## config.mk

```make
export PLATFORM = sky130hd
export DESIGN_NAME = counter_sequencer
export DESIGN_NICKNAME = d
export VERILOG_FILES = /design/src/rtl/counter_sequencer.sv
export SDC_FILE = /design/constraint.sdc
export NUM_CORES = 1
export LEC_CHECK = 0
export BUFFER_PORTS_ARGS = -buffer_cell sky130_fd_sc_hd__buf_4
export CORE_MARGIN = 4
export CORE_UTILIZATION = 40
export DETAILED_ROUTE_END_ITERATION = 7
export PLACE_DENSITY = 0.71
export SETUP_SLACK_MARGIN = 0.2
export SLEW_MARGIN = 20
export SYNTH_ARGS = -nofsm -noshare
export SYNTH_HDL_FRONTEND = slang
export SYNTH_SLANG_ARGS = --single-unit
```

## constraint.sdc

```tcl
create_clock -name clk -period 2.1 [get_ports clk]
set_clock_uncertainty 0.15 [all_clocks]
set_input_delay 0.21 -clock clk [delete_from_list [all_inputs] [get_ports clk]]
set_output_delay 0.21 -clock clk [all_outputs]
set_load 0.05 [all_outputs]
```

## src/rtl/counter_sequencer.sv

```systemverilog
// ----------------------------------------------------------------------------
// counter_sequencer
//   Run-control FSM wrapped around an N-bit up-counter. A start command latches
//   the terminal value (limit) and the run mode (periodic), then the counter
//   steps 0..lim_q once per unpaused cycle. In one-shot mode the sequencer
//   parks in DONE holding the terminal value. In periodic mode it wraps to 0
//   and bumps a saturating wrap counter. Used for display refresh, blink rates
//   and sampling strobes.
//
// Parameters
//   N         width of count and limit
//   W         width of the saturating wrap counter
//
// Ports
//   clk       in   1  clock, all state updates on the rising edge
//   reset     in   1  synchronous, active-high reset
//   start     in   1  begin a run (sampled in IDLE and DONE only)
//   pause     in   1  level, freezes counting while high
//   stop      in   1  abort the run and return to IDLE
//   periodic  in   1  run mode latched at start: 1 = wrap, 0 = one-shot
//   limit     in   N  terminal value latched at start
//   count     out  N  current count (registered)
//   tc        out  1  terminal-count strobe
//   busy      out  1  state is RUN or HOLD
//   done      out  1  state is DONE
//   state     out  2  IDLE=0, RUN=1, HOLD=2, DONE=3
//   wrap_cnt  out  W  periodic wraps since the last start, saturating
// ----------------------------------------------------------------------------
module counter_sequencer #(
   parameter int N = 8,
   parameter int W = 8
) (
   input  logic         clk,
   input  logic         reset,
   input  logic         start,
   input  logic         pause,
   input  logic         stop,
   input  logic         periodic,
   input  logic [N-1:0] limit,
   output logic [N-1:0] count,
   output logic         tc,
   output logic         busy,
   output logic         done,
   output logic [1:0]   state,
   output logic [W-1:0] wrap_cnt
);

   localparam logic [1:0] IDLE = 2'd0;
   localparam logic [1:0] RUN  = 2'd1;
   localparam logic [1:0] HOLD = 2'd2;
   localparam logic [1:0] DONE = 2'd3;

   logic [1:0]   state_q, state_d;
   logic [N-1:0] count_q, count_d;
   logic [N-1:0] lim_q,   lim_d;
   logic         per_q,   per_d;
   logic [W-1:0] wrap_q,  wrap_d;

   logic at_limit;
   logic wrap_full;

   assign at_limit  = (count_q == lim_q);
   assign wrap_full = (wrap_q == {W{1'b1}});

   always_comb begin
      // NOTE: every signal assigned below gets a default first, so no path
      // leaves a value unassigned and no latch is inferred.
      state_d = state_q;
      count_d = count_q;
      lim_d   = lim_q;
      per_d   = per_q;
      wrap_d  = wrap_q;

      case (state_q)
         IDLE: begin
            // pause and stop have no meaning before a run exists.
            if (start) begin
               lim_d   = limit;
               per_d   = periodic;
               count_d = '0;
               wrap_d  = '0;
               state_d = RUN;
            end
         end

         RUN: begin
            // stop beats pause beats counting; start is ignored mid-run.
            if (stop) begin
               count_d = '0;
               state_d = IDLE;
            end else if (pause) begin
               state_d = HOLD;
            end else if (!at_limit) begin
               count_d = count_q + N'(1);
            end else if (per_q) begin
               count_d = '0;
               if (!wrap_full) wrap_d = wrap_q + W'(1);
            end else begin
               // One-shot: park with count left at the terminal value.
               state_d = DONE;
            end
         end

         HOLD: begin
            // Count stays frozen; resuming costs one cycle back in RUN.
            if (stop) begin
               count_d = '0;
               state_d = IDLE;
            end else if (!pause) begin
               state_d = RUN;
            end
         end

         default: begin // DONE
            if (start) begin
               lim_d   = limit;
               per_d   = periodic;
               count_d = '0;
               wrap_d  = '0;
               state_d = RUN;
            end else if (stop) begin
               count_d = '0;
               state_d = IDLE;
            end
         end
      endcase
   end

   // NOTE: sequential state uses non-blocking assignments so every flop
   // samples its _d value from before the edge, independent of statement order.
   always_ff @(posedge clk) begin
      if (reset) begin
         state_q <= IDLE;
         count_q <= '0;
         lim_q   <= '0;
         per_q   <= 1'b0;
         wrap_q  <= '0;
      end else begin
         state_q <= state_d;
         count_q <= count_d;
         lim_q   <= lim_d;
         per_q   <= per_d;
         wrap_q  <= wrap_d;
      end
   end

   // tc is qualified by the live pause/stop inputs so it never fires on a
   // cycle where the terminal step is not actually taken.
   assign tc       = (state_q == RUN) && at_limit && !pause && !stop;
   assign busy     = (state_q == RUN) || (state_q == HOLD);
   assign done     = (state_q == DONE);
   assign state    = state_q;
   assign count    = count_q;
   assign wrap_cnt = wrap_q;

endmodule

```

Word level (Yosys, flattened, before mapping)
Cells that the tools add are included.

Register bits: 27. Input port bits: 14. Output and inout port bits: 21.

$add $sub $neg: 2. Equality and inequality tests: 16. Multiplexer cells: 24. Bitwise logic cells: 2. Reductions and logical operators: 14.

Operator list (number): 8-bit 2-to-1 mux (12); 8-bit one-hot mux with 3 select lines (1); 2-bit 2-to-1 mux (9); 8-bit by 1-bit adder with 8-bit output (second input constant) (2); 8-bit one-hot mux with 2 select lines (1); 2-bit != test (second input constant) (6); 4-bit != test (second input constant) (3); 8-bit == test (1); 8-bit == test (second input constant) (1); 7-bit AND reduction (1); 3-bit != test (second input constant) (2); 2-bit one-hot mux with 3 select lines (1); 5-bit AND reduction (1); 2-bit == test (second input constant) (2); 4-bit nonzero test (1); 1-bit logical AND (3); 3-bit AND reduction (1); 2-bit by 1-bit == test with 1-bit output (second input constant) (1); 1-bit logical NOT (2); 2-bit logical NOT (1); 1-bit NOT (2); 2-bit AND reduction (1); 2-bit nonzero test (1); 2-bit OR reduction (1); 1-bit logical OR (1).

Longest topological paths before layout
Gate-level depths: netlist of run 1.

Depth in word-level cells: 7. Depth in mapped cells: 8. Mapped depth without buffers: 7.

Worst setup path before layout of run 1
No wires, ideal clock.

Path kind: flip-flop to flip-flop. From: register state_q[0] (netlist: state[0]). To: register count_q[3] (netlist: count[3]). Setup time: 59 ps. Arrival: 2398 ps. Data required time: 1891 ps. Slack: -507 ps. Stages on the path, launching flop included: 8. Path buffers: 1. Cells stage by stage: dfxtp_1 -> ha_1 -> or3b_1 -> or2_1 -> buf_6 -> a211o_4 -> nor4_1 -> a211o_1.

Word-level cells in the longest chain between the ends: 3. Elaborated cells between the ends (all ways): 8. Classes of those cells: 5 x eq/ne; 1 x mux; 2 x reduce/logical.

RTL lines: start, declared (RTL line 53) `logic [1:0] state_q, state_d;`; start signal, assigned (RTL line 139) `state_q <= state_d;`; 2-bit by 1-bit == test with 1-bit output or 2-bit logical NOT (tied branches) (RTL line 74) `case (state_q)`; 4-bit != test (no line) (tied with other cells); 3-bit AND reduction (no line); end signal, assigned (RTL line 140) `count_q <= count_d;`; end, declared (RTL line 54) `logic [N-1:0] count_q, count_d;`.

Parallel ways exist; a longest one is shown, timed or not. A chain may end at the register's enable or synchronous reset.

Worst setup path after layout of run 1
From: register state_q[1] (netlist: state[1]). To: register count_q[2] (netlist: count[2]).

The elaborated chain is that of the path after synthesis.

==> flow_summary.yaml, run 1 <==
clocking:
  clock_latency_ns: 0.28
  cts_root_buf: "clkbuf_8"
  cts-buffers-inserted: 3
  holdBufCountCts: 0
  clkTransAtPathRegs_ns: 0.11
  cts_tree: "built"
  clock_sinks: 27
  cts_max_level: 1
  ctsLongestPathBuffers: 2
critical_path:
  worstPathArrival_ns: 2.15
  timing.rr.start: "state[1]"
  cp_cell_sequence: "inv_4 > ha_4 > or3b_4 > or2_4 > a211o_4 > nor4b_4 > a211o_1"
  required_ns: 2.18
  critical_path_class: "reg -> reg"
  endpoint_kind: "flop"
  crit_family: "simple AND/OR/NAND/NOR gates"
  critPathMaxStageDelay_ns: 0.38
  critPathSlowestCell: "or3b_4"
  start_kind: "flop"
  crit-reg2reg-capture: "count[2]"
  critical_path_buf_inv_count: 1
  r2r_cells: 7
  r2r_slack_ns: 0.03
  path_max_fanout: 7
yosys:
  synth_seq_cells: 27
  yosysWarnings: 0
  syn_area_um2: 1520
  synth_top_flop_cell: "dfxtp_1"
  ys_types: 45
  yosysSeqAreaShare_pct: 35.6
  synth_adder_area_share_pct: 4.95
  synth_nets: 198
  synth_cells: 178
  synth.avg_cell_area_um2: 8.52
  synth_top_family_by_area: "simple AND/OR/NAND/NOR gates"
  synth_compound_area_share_pct: 15.4
  synth_edf_count: 0
  synthArstFlopShare_pct: 0
  synth_simple_gate_area_share_pct: 29.1
  yosys-top-cells-area: "dfxtp_1 36%, xnor2_1 7.5%, nand2_1 6.4%"
  yosys.area.top_type: "dfxtp_1"
  muxShareOfSynthArea_pct: 3.55
  synth_top_area_share_pct: 35.6
  synth_xor_area_share_pct: 7.51
layout:
  antenna_cells: 0
  fillCellCount: 330
  nets: 258
  area_growth_pct: 49.8
  drive_gt1_share_pct: 45.1
  multi_input_area_um2: 1080
  seq_area_um2: 582
  post-route-util_pct: 62.0
  mostFrequentLayoutCell: "buf_4"
  final_cell_area_um2: 2270
  final_cell_mix: "54 x buf_4, 26 x nand2_1, 14 x dfxtp_1"
timing:
  setup_viol: 0
  rsz0062_at_grt: "true"
  whs_ns: 0.0112
  max_slew.worst_pin.slew_ns: 0.328
  period_needed_ns: 2.07
  max_freq_mhz: 484
  slew_violations: 0
  slew_headroom_pct: 78.1
  finalHoldViolations: 0
  fin_setup_tns_ns: 0
  finalCritPeriodShare_pct: 98.4
die:
  io-pin-count: 35
  placement_rows: 22
  core-area_um2: 3660
  dieArea_um2: 4840
  die_h_um: 69.6
  die_x_um: 69.6
  start_util_pct: 41.4
power:
  power.switching_uw: 607
  p_leak_nw: 0.922
  p_sw_share_pct: 38.3
  p_total_mw: 1.59
  ir_worst_vdd_mv: 0.447
  powerDensity_nw_per_um2: 698
  pwr-share-clk_pct: 20.8
  pwr-share-seq_pct: 35.8
  internal_power_uw: 979
  comb_power_share_pct: 43.4
route:
  drt_iter0_drc: 105
  first_pass_iters: 4
  vias_per_cell: 5.40
  ant_nets: 0
  wl_um: 4250
  avgRoutedWirePerCell_um: 14.9
  drc_errors: 0
  vias: 1539
worst_hold_path:
  min_from: "limit[2]"
  holdPathStages: 3
  hp-class: "in -> reg"
  whs_endpoint: "lim_q[2]"
global_route:
  grt_remaining_overflow: 0
  grt_pass1_vias: 1368
  antenna_found_initial: 0
  grt_pass1_wl_um: 6350
  grt_max_degree: 18
  grt_use_total_pct: 15.8
placement:
  dpl_cell_area_um2: 1960
  dpl.hpwl_um: 2690
  port_buffers: 34
  gp_congestion: 0.859
run:
  cap_violations: 0
run_status:
  status: "complete, no violations"
[routing by layer]
| metal | vias to the layer above | wire (um) | track usage (%) |
|---|---|---|---|
| met5 | - | 0 | 0 |
| met4 | 0 | 36 | 1.95 |
| met3 | 9 | 308 | 3.62 |
| met2 | 71 | 2080 | 25.5 |
| met1 | 708 | 1820 | 22.0 |
| li1 | 751 | - | - |
[state kept, by name, summed over array words and instances, names as in the netlist]
name,cells
state,2
lim_q,8
wrap_cnt,8
count,8
per_q,1
[power by group through the flow]
stage	clock (mW)	combinational (mW)	sequential [mW]
global route	0.365	0.731	0.573
global placement	0	0.497	0.580
floorplan	0	0.306	0.613
CTS	0.342	0.570	0.569
finish	0.330	0.688	0.568
detailed placement	0	0.503	0.582
[Yosys cell counts (3+ instances only)]
cell type / count
nand2_1: 26
ha_1: 6
nor3_1: 7
nor2_1: 13
dfxtp_1: 27
a211o_1: 6
nand2b_1: 3
and3_1: 3
a21oi_1: 13
nor4_1: 6
nand3_1: 5
inv_1: 9
xnor2_1: 13
nand4_1: 3
[worst min-delay path, cell delays in order]
cell and delay (ns):
buf_4 0.11, nand2_1 0.05, a21oi_1 0.05
[metrics by stage]
step / setup WS [ns] / std cells
final: 0.0344 / 285
after global routing: -0.0338 / 285
after CTS: 0.0492 / 277
after detailed placement: -0.000427 / 266
after global placement: 0.0498 / 266
after floorplan: -0.0621 / 178
[area by class of cell]
class                      instances  share of cell area (%)
clock inverter                     1                   0.386
tap                               48                    2.64
multi-input combinational        138                    47.4
clock buffer                       3                    1.82
inverter                           9                    1.60
timing repair buffer              59                    20.5
sequential                        27                    25.6
[worst max-delay path by stage]
stage	startpoint	slack, ns	to	depth (start not counted)
after floorplan	state[1]	-0.06	wrap_cnt[6]	7
after global placement	state[1]	0.05	wrap_cnt[6]	7
after detailed placement	state[1]	-0.0004	wrap_cnt[6]	7
after CTS	state[1]	0.05	count[2]	7
after global routing	state[1]	-0.03	wrap_cnt[1]	8
final	state[1]	0.03	count[2]	7
[repair_timing]
action / in CTS / in global routing
pin swaps: 8 / 14
buffers inserted: 7 / 8
endpoints found under the setup margin: 17 / 17
gates resized for setup: 11 / 19
[cells by family (layout without fill, tap and decap cells)]
kind of cell,Yosys count,count (layout)
buffers and inverters,13,72
AND/OR/NAND/NOR,81,81
AO/OA/AOI/OAI,33,33
flip-flops,27,27
XOR/XNOR,13,13
adder cells (fa/ha/maj),6,6
multiplexers,5,5
Note: power is estimated with default switching activity, not from simulation.
==> run 2: changes to the inputs <==
Settings changed: CORE_ASPECT_RATIO set to 1.2.
==> flow_summary.yaml, run 2 (synthesis gave the netlist of run 1 again) <==
layout:
  antenna_cells: 0
  area_growth_pct: 51.7
  mostFrequentLayoutCell: "buf_4"
  drive_gt1_share_pct: 46.3
  fillCellCount: 314
  final_cell_mix: "57 x buf_4, 26 x nand2_1, 14 x dfxtp_1"
  seq_area_um2: 577
  nets: 261
  multi_input_area_um2: 1090
die:
  dieArea_um2: 4840
  start_util_pct: 41.7
  placement_rows: 24
  die_x_um: 64.2
  core-area_um2: 3630
  io-pin-count: 35
  die_h_um: 75.5
worst_hold_path:
  hp-class: "in -> reg"
  holdPathStages: 3
clocking:
  clock_latency_ns: 0.27
  cts_tree: "built"
  clkTransAtPathRegs_ns: 0.09
  cts_max_level: 1
  holdBufCountCts: 0
  ctsLongestPathBuffers: 2
  cts_root_buf: "clkbuf_8"
  cts-buffers-inserted: 3
  clock_sinks: 27
timing:
  finalCritPeriodShare_pct: 99.2
  setup_viol: 0
  max_slew.worst_pin.slew_ns: 0.324
  slew_headroom_pct: 78.1
  finalHoldViolations: 0
  rsz0062_at_grt: "true"
  max_freq_mhz: 480
  period_needed_ns: 2.08
  fin_setup_tns_ns: 0
  slew_violations: 0
  whs_ns: 0.0280
critical_path:
  start_kind: "flop"
  r2r_cells: 6
  timing.rr.start: "wrap_cnt[1]"
  path_max_fanout: 4
  endpoint_kind: "flop"
  critical_path_buf_inv_count: 0
  critical_path_class: "reg -> reg"
  crit_family: "simple AND/OR/NAND/NOR gates"
  critPathMaxStageDelay_ns: 0.44
  critPathSlowestCell: "a221o_2"
  endpoint: "wrap_cnt[6]"
  crit_path_start: "wrap_cnt[1]"
  crit-reg2reg-capture: "wrap_cnt[6]"
  worstPathArrival_ns: 2.10
  cp_cell_sequence: "ha_1 > and3_1 > a221o_2 > nor3_4 > nand4_1 > mux2_4"
  required_ns: 2.11
  worst-path-stages: 6
  r2r_slack_ns: 0.02
global_route:
  grt_pass1_wl_um: 6310
  grt_max_degree: 17
  grt_remaining_overflow: 0
  grt_pass1_vias: 1458
  antenna_found_initial: 0
  grt_use_total_pct: 16.0
route:
  wl_um: 3890
  drc_errors: 0
  avgRoutedWirePerCell_um: 13.3
  drt_iter0_drc: 73
  first_pass_iters: 4
  vias_per_cell: 5.25
  vias: 1532
  ant_nets: 0
placement:
  port_buffers: 34
  gp_congestion: 0.841
  dpl.hpwl_um: 2720
run_status:
  status: "complete, no violations"
power:
  p_sw_share_pct: 36.6
  powerDensity_nw_per_um2: 668
  pwr-share-seq_pct: 36.8
  internal_power_uw: 974
  comb_power_share_pct: 43.8
  power.switching_uw: 561
  ir_worst_vdd_mv: 0.430
  pwr-share-clk_pct: 19.4
  p_leak_nw: 0.936
run:
  cap_violations: 0
[run 2: power groups by stage]
stage	Clock, mW	Combinational [mW]	Sequential (mW)
finish	0.298	0.672	0.565
global route	0.328	0.721	0.569
CTS	0.309	0.585	0.563
detailed placement	0	0.507	0.581
global placement	0	0.505	0.580
floorplan	0	0.306	0.613
[run 2: area by class of cell]
class | instances | area share [%]
clock buffers | 4 | 1.96
inverters | 9 | 1.58
multi-input cells | 138 | 47.3
flip-flops and latches | 27 | 25.1
well taps | 52 | 2.83
repair buffers | 62 | 21.2
[run 2: per-stage QoR]
stage | power, mW | instances | util (%) | area [um2] | setup slack, ns
after CTS | 1.46 | 285 | 59.6 | 2170 | 0.0693
after floorplan | 0.919 | 178 | - | 1590 | -0.0621
after detailed placement | 1.09 | 274 | 54.9 | 2000 | 0.0553
final | 1.54 | 292 | 63.3 | 2300 | 0.0160
after global routing | 1.62 | 292 | 63.3 | 2300 | -0.0140
after global placement | 1.09 | 274 | 54.9 | 2000 | 0.0806
[run 2: worst min-delay path by stage]
stage	end	slack, ns	start
after floorplan	lim_q[0]	0.20	limit[0]
after global placement	lim_q[2]	0.31	limit[2]
after detailed placement	lim_q[1]	0.32	lim_q[1]
after CTS	lim_q[2]	0.02	limit[2]
after global routing	lim_q[0]	0.03	limit[0]
final	lim_q[1]	0.03	limit[1]
[run 2: worst min-delay path: stages]
cell and delay, ns:
buf_4 0.11, nand2_1 0.04, a21oi_1 0.05
[run 2: metal layers]
layer	vias up	track usage [%]	share of wire, %
met5	-	0	0
met4	0	4.93	1.2
met3	6	2.95	3.4
met2	35	30.1	51
met1	727	18.5	44
li1	764	-	-
[run 2: timing repair]
item	4_1_cts	5_1_grt
gates resized for setup	14	18
pin swaps	9	11
endpoints found under the setup margin	17	17
buffers inserted	7	7
